## src/rtl/polymult_seq.sv

```systemverilog
// rtl/polymult_seq.sv - sparse polynomial multiply sequencer with dummy-slot interleaving
// Every slot, real or dummy, takes FETCH/READ/ISSUE so power/timing traces cannot separate them.
module polymult_seq #(
    parameter int pWEIGHT = 66,
    parameter int pDUMMY  = 16,
    parameter int pPOS_W  = 15,
    parameter int pADDR_W = 7,
    parameter int pN      = 17669
) (
    input  logic               crypto_clk,
    input  logic               resetn,
    input  logic               start_i,
    input  logic               trig_en_i,
    input  logic               rnd_i,
    output logic [pADDR_W-1:0] pos_addr_o,
    input  logic [pPOS_W-1:0]  pos_rdata_i,
    output logic               acc_clear_o,
    output logic               op_valid_o,
    input  logic               op_ready_i,
    output logic [pPOS_W-1:0]  op_pos_o,
    output logic               op_dummy_o,
    output logic               busy_o,
    output logic               done_o,
    output logic               trigger_o,
    output logic               err_o
);

    localparam int RW = $clog2(pWEIGHT + 1);
    localparam int DW = (pDUMMY > 0) ? $clog2(pDUMMY + 1) : 1;
    localparam logic [pPOS_W:0] N_L = (pPOS_W + 1)'(pN);

    typedef enum logic [2:0] {
        S_IDLE,
        S_CLEAR,
        S_FETCH,
        S_READ,
        S_ISSUE,
        S_FINISH
    } state_t;

    state_t             state_q;
    logic [RW-1:0]      real_left_q;
    logic [DW-1:0]      dummy_left_q;
    logic [pADDR_W-1:0] pos_addr_q;
    logic [pPOS_W-1:0]  op_pos_q;
    logic               op_dummy_q;
    logic               op_valid_q;
    logic               acc_clear_q;
    logic               busy_q;
    logic               busy_d;
    logic               done_q;
    logic               trigger_q;
    logic               err_q;
    logic               last_slot;

    // Trigger tracks the next-cycle busy value so it lines up with busy_o yet stays registered.
    always_comb begin
        busy_d = busy_q;
        case (state_q)
            S_IDLE:   busy_d = start_i;
            S_FINISH: busy_d = 1'b0;
            default:  busy_d = 1'b1;
        endcase
    end

    always_comb begin
        last_slot = 1'b0;
        if (op_dummy_q) begin
            last_slot = (dummy_left_q == DW'(1)) && (real_left_q == '0);
        end else begin
            last_slot = (real_left_q == RW'(1)) && (dummy_left_q == '0);
        end
    end

    always_ff @(posedge crypto_clk or negedge resetn) begin
        if (!resetn) begin
            state_q      <= S_IDLE;
            real_left_q  <= '0;
            dummy_left_q <= '0;
            pos_addr_q   <= '0;
            op_pos_q     <= '0;
            op_dummy_q   <= 1'b0;
            op_valid_q   <= 1'b0;
            acc_clear_q  <= 1'b0;
            busy_q       <= 1'b0;
            done_q       <= 1'b0;
            trigger_q    <= 1'b0;
            err_q        <= 1'b0;
        end else begin
            acc_clear_q <= 1'b0;
            done_q      <= 1'b0;
            busy_q      <= busy_d;
            trigger_q   <= busy_d && trig_en_i;
            case (state_q)
                S_IDLE: begin
                    if (start_i) begin
                        state_q      <= S_CLEAR;
                        acc_clear_q  <= 1'b1;
                        real_left_q  <= RW'(pWEIGHT);
                        dummy_left_q <= DW'(pDUMMY);
                        pos_addr_q   <= '0;
                        op_pos_q     <= '0;
                        op_dummy_q   <= 1'b0;
                        err_q        <= 1'b0;
                    end
                end
                S_CLEAR: begin
                    state_q <= S_FETCH;
                end
                S_FETCH: begin
                    if (dummy_left_q == '0) begin
                        op_dummy_q <= 1'b0;
                    end else if (real_left_q == '0) begin
                        op_dummy_q <= 1'b1;
                    end else begin
                        op_dummy_q <= rnd_i;
                    end
                    state_q <= S_READ;
                end
                S_READ: begin
                    // Dummy slots leave the last real position on op_pos_o.
                    if (!op_dummy_q) begin
                        op_pos_q <= pos_rdata_i;
                        if ({1'b0, pos_rdata_i} >= N_L) begin
                            err_q <= 1'b1;
                        end
                    end
                    op_valid_q <= 1'b1;
                    state_q    <= S_ISSUE;
                end
                S_ISSUE: begin
                    if (op_ready_i) begin
                        op_valid_q <= 1'b0;
                        if (op_dummy_q) begin
                            dummy_left_q <= dummy_left_q - 1'b1;
                        end else begin
                            real_left_q <= real_left_q - 1'b1;
                            pos_addr_q  <= pos_addr_q + 1'b1;
                        end
                        if (last_slot) begin
                            state_q <= S_FINISH;
                            done_q  <= 1'b1;
                        end else begin
                            state_q <= S_FETCH;
                        end
                    end
                end
                S_FINISH: begin
                    state_q <= S_IDLE;
                end
                default: begin
                    state_q <= S_IDLE;
                end
            endcase
        end
    end

    assign pos_addr_o  = pos_addr_q;
    assign op_pos_o    = op_pos_q;
    assign op_dummy_o  = op_dummy_q;
    assign op_valid_o  = op_valid_q;
    assign acc_clear_o = acc_clear_q;
    assign busy_o      = busy_q;
    assign done_o      = done_q;
    assign trigger_o   = trigger_q;
    assign err_o       = err_q;

endmodule

```

## config.mk

```make
export PLATFORM = sky130hd
export DESIGN_NAME = polymult_seq
export DESIGN_NICKNAME = d
export VERILOG_FILES = /design/src/rtl/polymult_seq.sv
export SDC_FILE = /design/constraint.sdc
export NUM_CORES = 1
export LEC_CHECK = 0
export BUFFER_PORTS_ARGS = -buffer_cell sky130_fd_sc_hd__buf_2
export CAP_MARGIN = 10
export CORE_MARGIN = 2
export CORE_UTILIZATION = 50
export CTS_CLUSTER_DIAMETER = 100
export DETAILED_ROUTE_END_ITERATION = 12
export PLACE_DENSITY = 0.8
export SLEW_MARGIN = 20
export SYNTH_ARGS = -nofsm -noshare
export SYNTH_HDL_FRONTEND = slang
export SYNTH_SLANG_ARGS = --single-unit
```

## constraint.sdc

```tcl
create_clock -name crypto_clk -period 2.1 [get_ports crypto_clk]
set_input_delay 0.63 -clock crypto_clk [delete_from_list [all_inputs] [get_ports crypto_clk]]
set_output_delay 0.63 -clock crypto_clk [all_outputs]
set_load 0.01 [all_outputs]
```

After elaboration in Yosys (flattened, before gate mapping):

Index checks and enable logic that the tools add are counted.

* register bits: 44
* logic and storage cells: 81
* input bits: 21

* add/subtract/negate cells: 3
* eq/ne operators: 13
* reductions and logical operators: 17
* order comparisons: 1
* mux-type cells: 35

Operators with widths (number)
* 7-bit 2-to-1 mux: 6
* 15-bit 2-to-1 mux: 2
* 15-bit case mux with 2 select lines: 1
* 7-bit case mux with 2 select lines: 2
* 15-bit greater-or-equal comparator (second input constant): 1
* 5-bit 2-to-1 mux: 3
* 3-bit case mux with 5 select lines: 1
* 1-bit 2-to-1 mux: 12
* 2-bit inequality test (second input constant): 6
* 4-bit AND reduction: 3
* 5-bit case mux with 2 select lines: 1
* 3-bit 2-to-1 mux: 3
* 1-bit case mux with 2 select lines: 4
* 2-bit nonzero test: 4
* 7-bit by 1-bit adder with 7-bit output (second input constant): 1
* 7-bit by 1-bit equality test with 1-bit output (second input constant): 1
* 7-bit logical NOT: 1
* 7-bit by 1-bit subtractor with 7-bit output (second input constant): 1
* 3-bit by 2-bit equality test with 1-bit output (second input constant): 2
* 3-bit equality test (second input constant): 2
* 2-bit AND reduction: 3
* 5-bit by 1-bit equality test with 1-bit output (second input constant): 1
* 5-bit logical NOT: 1
* 5-bit by 1-bit subtractor with 5-bit output (second input constant): 1
* other kinds (4): 6

Logic depth before layout (Yosys ltp):

* word-level depth: 6
* depth in mapped cells: 6

Least setup slack after synthesis:

Ideal clock, no wire load.

* kind: input to register
* start point: in pos_rdata_i[7]
* end point: reg err_q (netlist: err_o)
* path slack: 0.459 ns
* data arrival time: 1.520 ns
* setup time: 0.122 ns
* required time: 1.978 ns
* stages: 4
* path through: a21o_1 a2111oi_0 o41ai_1 a32o_1

* cells in the longest elaborated chain, start to end: 3

Ends and longest elaborated chain
* start: declaration: line 16 `input logic [pPOS_W-1:0] pos_rdata_i,`
* 15-bit greater-or-equal comparator: line 124 `if ({1'b0, pos_rdata_i} >= N_L) begin`
* 2-bit inequality test (no line)
* 4-bit AND reduction (no line)
* end signal: assignment: line 88 `err_q <= 1'b0;`
* end signal: assignment: line 104 `err_q <= 1'b0;`
* end signal: assignment: line 125 `err_q <= 1'b1;`
* end: declaration: line 53 `logic err_q;`

No other way between the ends.
A chain may end at the register's enable or synchronous reset.

Worst setup path after layout:

* start point: reg op_dummy_q (netlist: op_dummy_o)
* end point: reg pos_addr_q[6] (netlist: pos_addr_o[6])

* cells in the longest elaborated chain, start to end: 2

Ends and longest elaborated chain
* start: declaration: line 46 `logic op_dummy_q;`
* start signal: assignment: line 116 `op_dummy_q <= rnd_i;`
* 2-bit inequality test (no line)
* 4-bit AND reduction (no line)
* end signal: assignment: line 138 `pos_addr_q <= pos_addr_q + 1'b1;`
* end: declaration: line 44 `logic [pADDR_W-1:0] pos_addr_q;`

No other way between the ends.

==> summary.md <==
| Metric | Value |
|---|---|
| Fmax | `630 MHz` |
| Status | `completed` |
| Clock sinks | `44` |
| Final Hold Viols | `0` |
| HPWL after DPL | `3120 µm` |
| Worst slack, placed | `280 ps` |
| CP Capture Type | `register` |
| Slew headroom | `64.2%` |
| # DRC | `0` |
| Vias | `1715` |
| Pleak | `0.00125 µW` |
| Post-Syn Area | `2180 µm²` |
| Max cap viols | `0` |
| Top delay family on crit path | `simple AND/OR/NAND/NOR gates` |
| Post-route core utilization | `59.8%` |
| Worst-path clk slew | `90 ps` |
| Starting Density | `51.1%` |
| Area of the die | `4900 µm²` |
| RSZ-0062 raised after global routing | `false` |
| Critical Path RT | `2330 ps` |
| Worst R2R Path Depth | `4` |
| N_diodes | `0` |
| Row cnt | `24` |
| Cell taking the most area after synthesis | `dfrtp_1` |
| Crit path kind | `reg -> reg` |
| Area delta synth->final | `16.9%` |
| Post-synth EDFFs | `0` |
| Sequential Power Share | `43.8%` |
| DR WL/cell | `13.1 µm` |
| Hold Slack | `385 ps` |
| Pwr/cell area | `1270 nW/µm²` |
| Total CTS buffers | `5` |
| CTS resizes | `0` |
| H-tree levels | `2` |
| Largest net degree at the start of global routing | `45` |
| DIE HEIGHT | `70.0 µm` |
| Antenna violations before repair | `0` |
| Initial DRT Pass Iterations | `4` |
| CP Max Fanout | `11` |
| Worst vdd ir | `429 µV` |
| NetSw | `1340 µW` |
| Global-route wire length before repair | `7100 µm` |
| Io pins | `50` |
| CTS tree | `yes` |
| WP data arrival | `1810 ps` |
| Clk pwr share | `16.3%` |
| Core area | `4260 µm²` |
| Worst setup margin | `512 ps` |
| Yosys top cell area share | `50.5%` |
| Cells after Synth | `226` |
| Asr flop ratio synth | `100%` |
| Switching Share | `41.3%` |
| Mapped Nets | `254` |
| CP max stage cell | `dfrtp_1` |
| Synthesized flop and latch total | `44` |
| Startpoint Class | `register` |
| Crit-path cells | `and3b_2, o211ai_2, or3_1, a21oi_1` |
| Synthesis Warnings | `0` |
| Drt first-iter violations | `93` |
| Comb power frac | `39.9%` |
| Crit share post-route | `75.6%` |
| Tot GR Track Use | `18.2%` |
| Gr ovfl total | `0` |
| Worst path bufs/invs | `0` |
| Int Pwr | `1900 µW` |
| Vias in the first global route | `1574` |
| Pins Over Slew Limit | `0` |
| Synth cell count leaders | `44 x dfrtp_1, 44 x nand2_1, 27 x o21ai_0` |
| CTS Root Cell | `clkbuf_8` |
| Die width | `70.0 µm` |
| DR vias/cell | `5.23` |
| Final WL | `4290 µm` |
| Top_reg_cell synth | `dfrtp_1` |
| Sequential area share after synthesis | `50.5%` |
| Port bufs | `49` |
| Setup bufs post-CTS | `0` |
| Worst skew pair latency | `300 ps` |
| TNS Setup | `0 ps` |
| Syn_area_per_cell | `9.64 µm²` |
| Critical path depth | `4` |
| Synth area leaders | `dfrtp_1 51%, nand2_1 7.6%, o21ai_0 6.2%` |
| Slew @ Worst Pin | `536 ps` |
| Placer Congestion | `0.775` |
| Clock skew | `7.11 ps` |
| Final min period | `1590 ps` |
| CTS Hold Bufs | `0` |
| Setup violators final | `0` |
| Fin nets | `303` |
| Layout cells sized above 1 | `25.7%` |
| Final antenna-violating net count | `0` |
| Crit-path max cell delay | `460 ps` |
| Max clock buf depth | `2` |
| Yosys cell types | `39` |
| Hold/Removal Path Class | `in -> async` |
## placed cells by master, fill, tap and decap left out, types with 4 or more instances in the layout
cell,count
buf_2,49
nand2_1,44
dfrtp_1,44
o21ai_0,27
nor2_1,17
xor2_1,11
o2111ai_1,7
ha_1,7
inv_1,6
o211ai_1,6
nor3_1,5
a21oi_1,5
clkbuf_8,5
buf_4,5
and3_1,4
nand3_1,4
## power by group through the flow
stage	registers, µW	logic [µW]	clock network [µW]
after global routing	1470	1460	578
after detailed placement	1430	1300	0
final	1420	1290	528
after CTS	1420	1310	541
after global placement	1420	1270	0
after floorplan	1430	903	0
## per-stage QoR
step / total power, µW / instances / instance area (µm²)
after floorplan: 2330 / 226 / 2180
after global placement: 2690 / 320 / 2460
after detailed placement: 2730 / 320 / 2460
after CTS: 3260 / 328 / 2550
after global routing: 3510 / 328 / 2550
final: 3240 / 328 / 2550
## sequential cells by signal, summed over array words and instances, names as in the netlist, 3 cells and up
name,flops
op_pos_o,15
pos_addr_o,7
real_left_q,7
dummy_left_q,5
state_q,3
## final cells by class
cell class,count,area [µm²]
clock buffers,5,68.8
inverters,6,22.5
multi-input cells,164,990
repair buffers,54,283
clock inverters,3,18.8
flip-flops and latches,44,1100
well taps,52,65.1
fillers,379,1720
## worst reg2reg max path: cells and delay by family (launching register included)
family	cells	cell delay, ps
AOI/OAI and AO/OA	2	270
DFF	1	460
and+or+nand+nor	2	770
## layer usage
| layer | track usage (%) | wire length [µm] | share of wire [%] |
|---|---|---|---|
| met3 | 4.62 | 185 | 4.3 |
| met1 | 24.0 | 1980 | 46 |
| met5 | 0 | 0 | 0 |
| met2 | 29.0 | 2050 | 48 |
| met4 | 7.05 | 70 | 1.6 |
## logic make-up after synthesis
logic type	count (synthesis)	share of synthesized area, %
compound gates	54	15.8
xor+xnor	13	5.22
fa+ha+maj	7	4.02
buf+inv	18	4.31
flops	44	50.5
simple gates	90	20.1
## path summary, 6_finish.rpt
path                                 end  slack (ps)  startpoint
hold reg to reg                    err_o         510       err_o
setup / recovery           pos_addr_o[6]         510  op_dummy_o
setup reg to reg           pos_addr_o[6]         510  op_dummy_o
min in group crypto_clk            err_o         510       err_o
max in group asynchronous  pos_addr_o[6]        1340      resetn
hold / removal               op_pos_o[9]         390      resetn
Note: power is estimated with default switching activity, not from simulation.
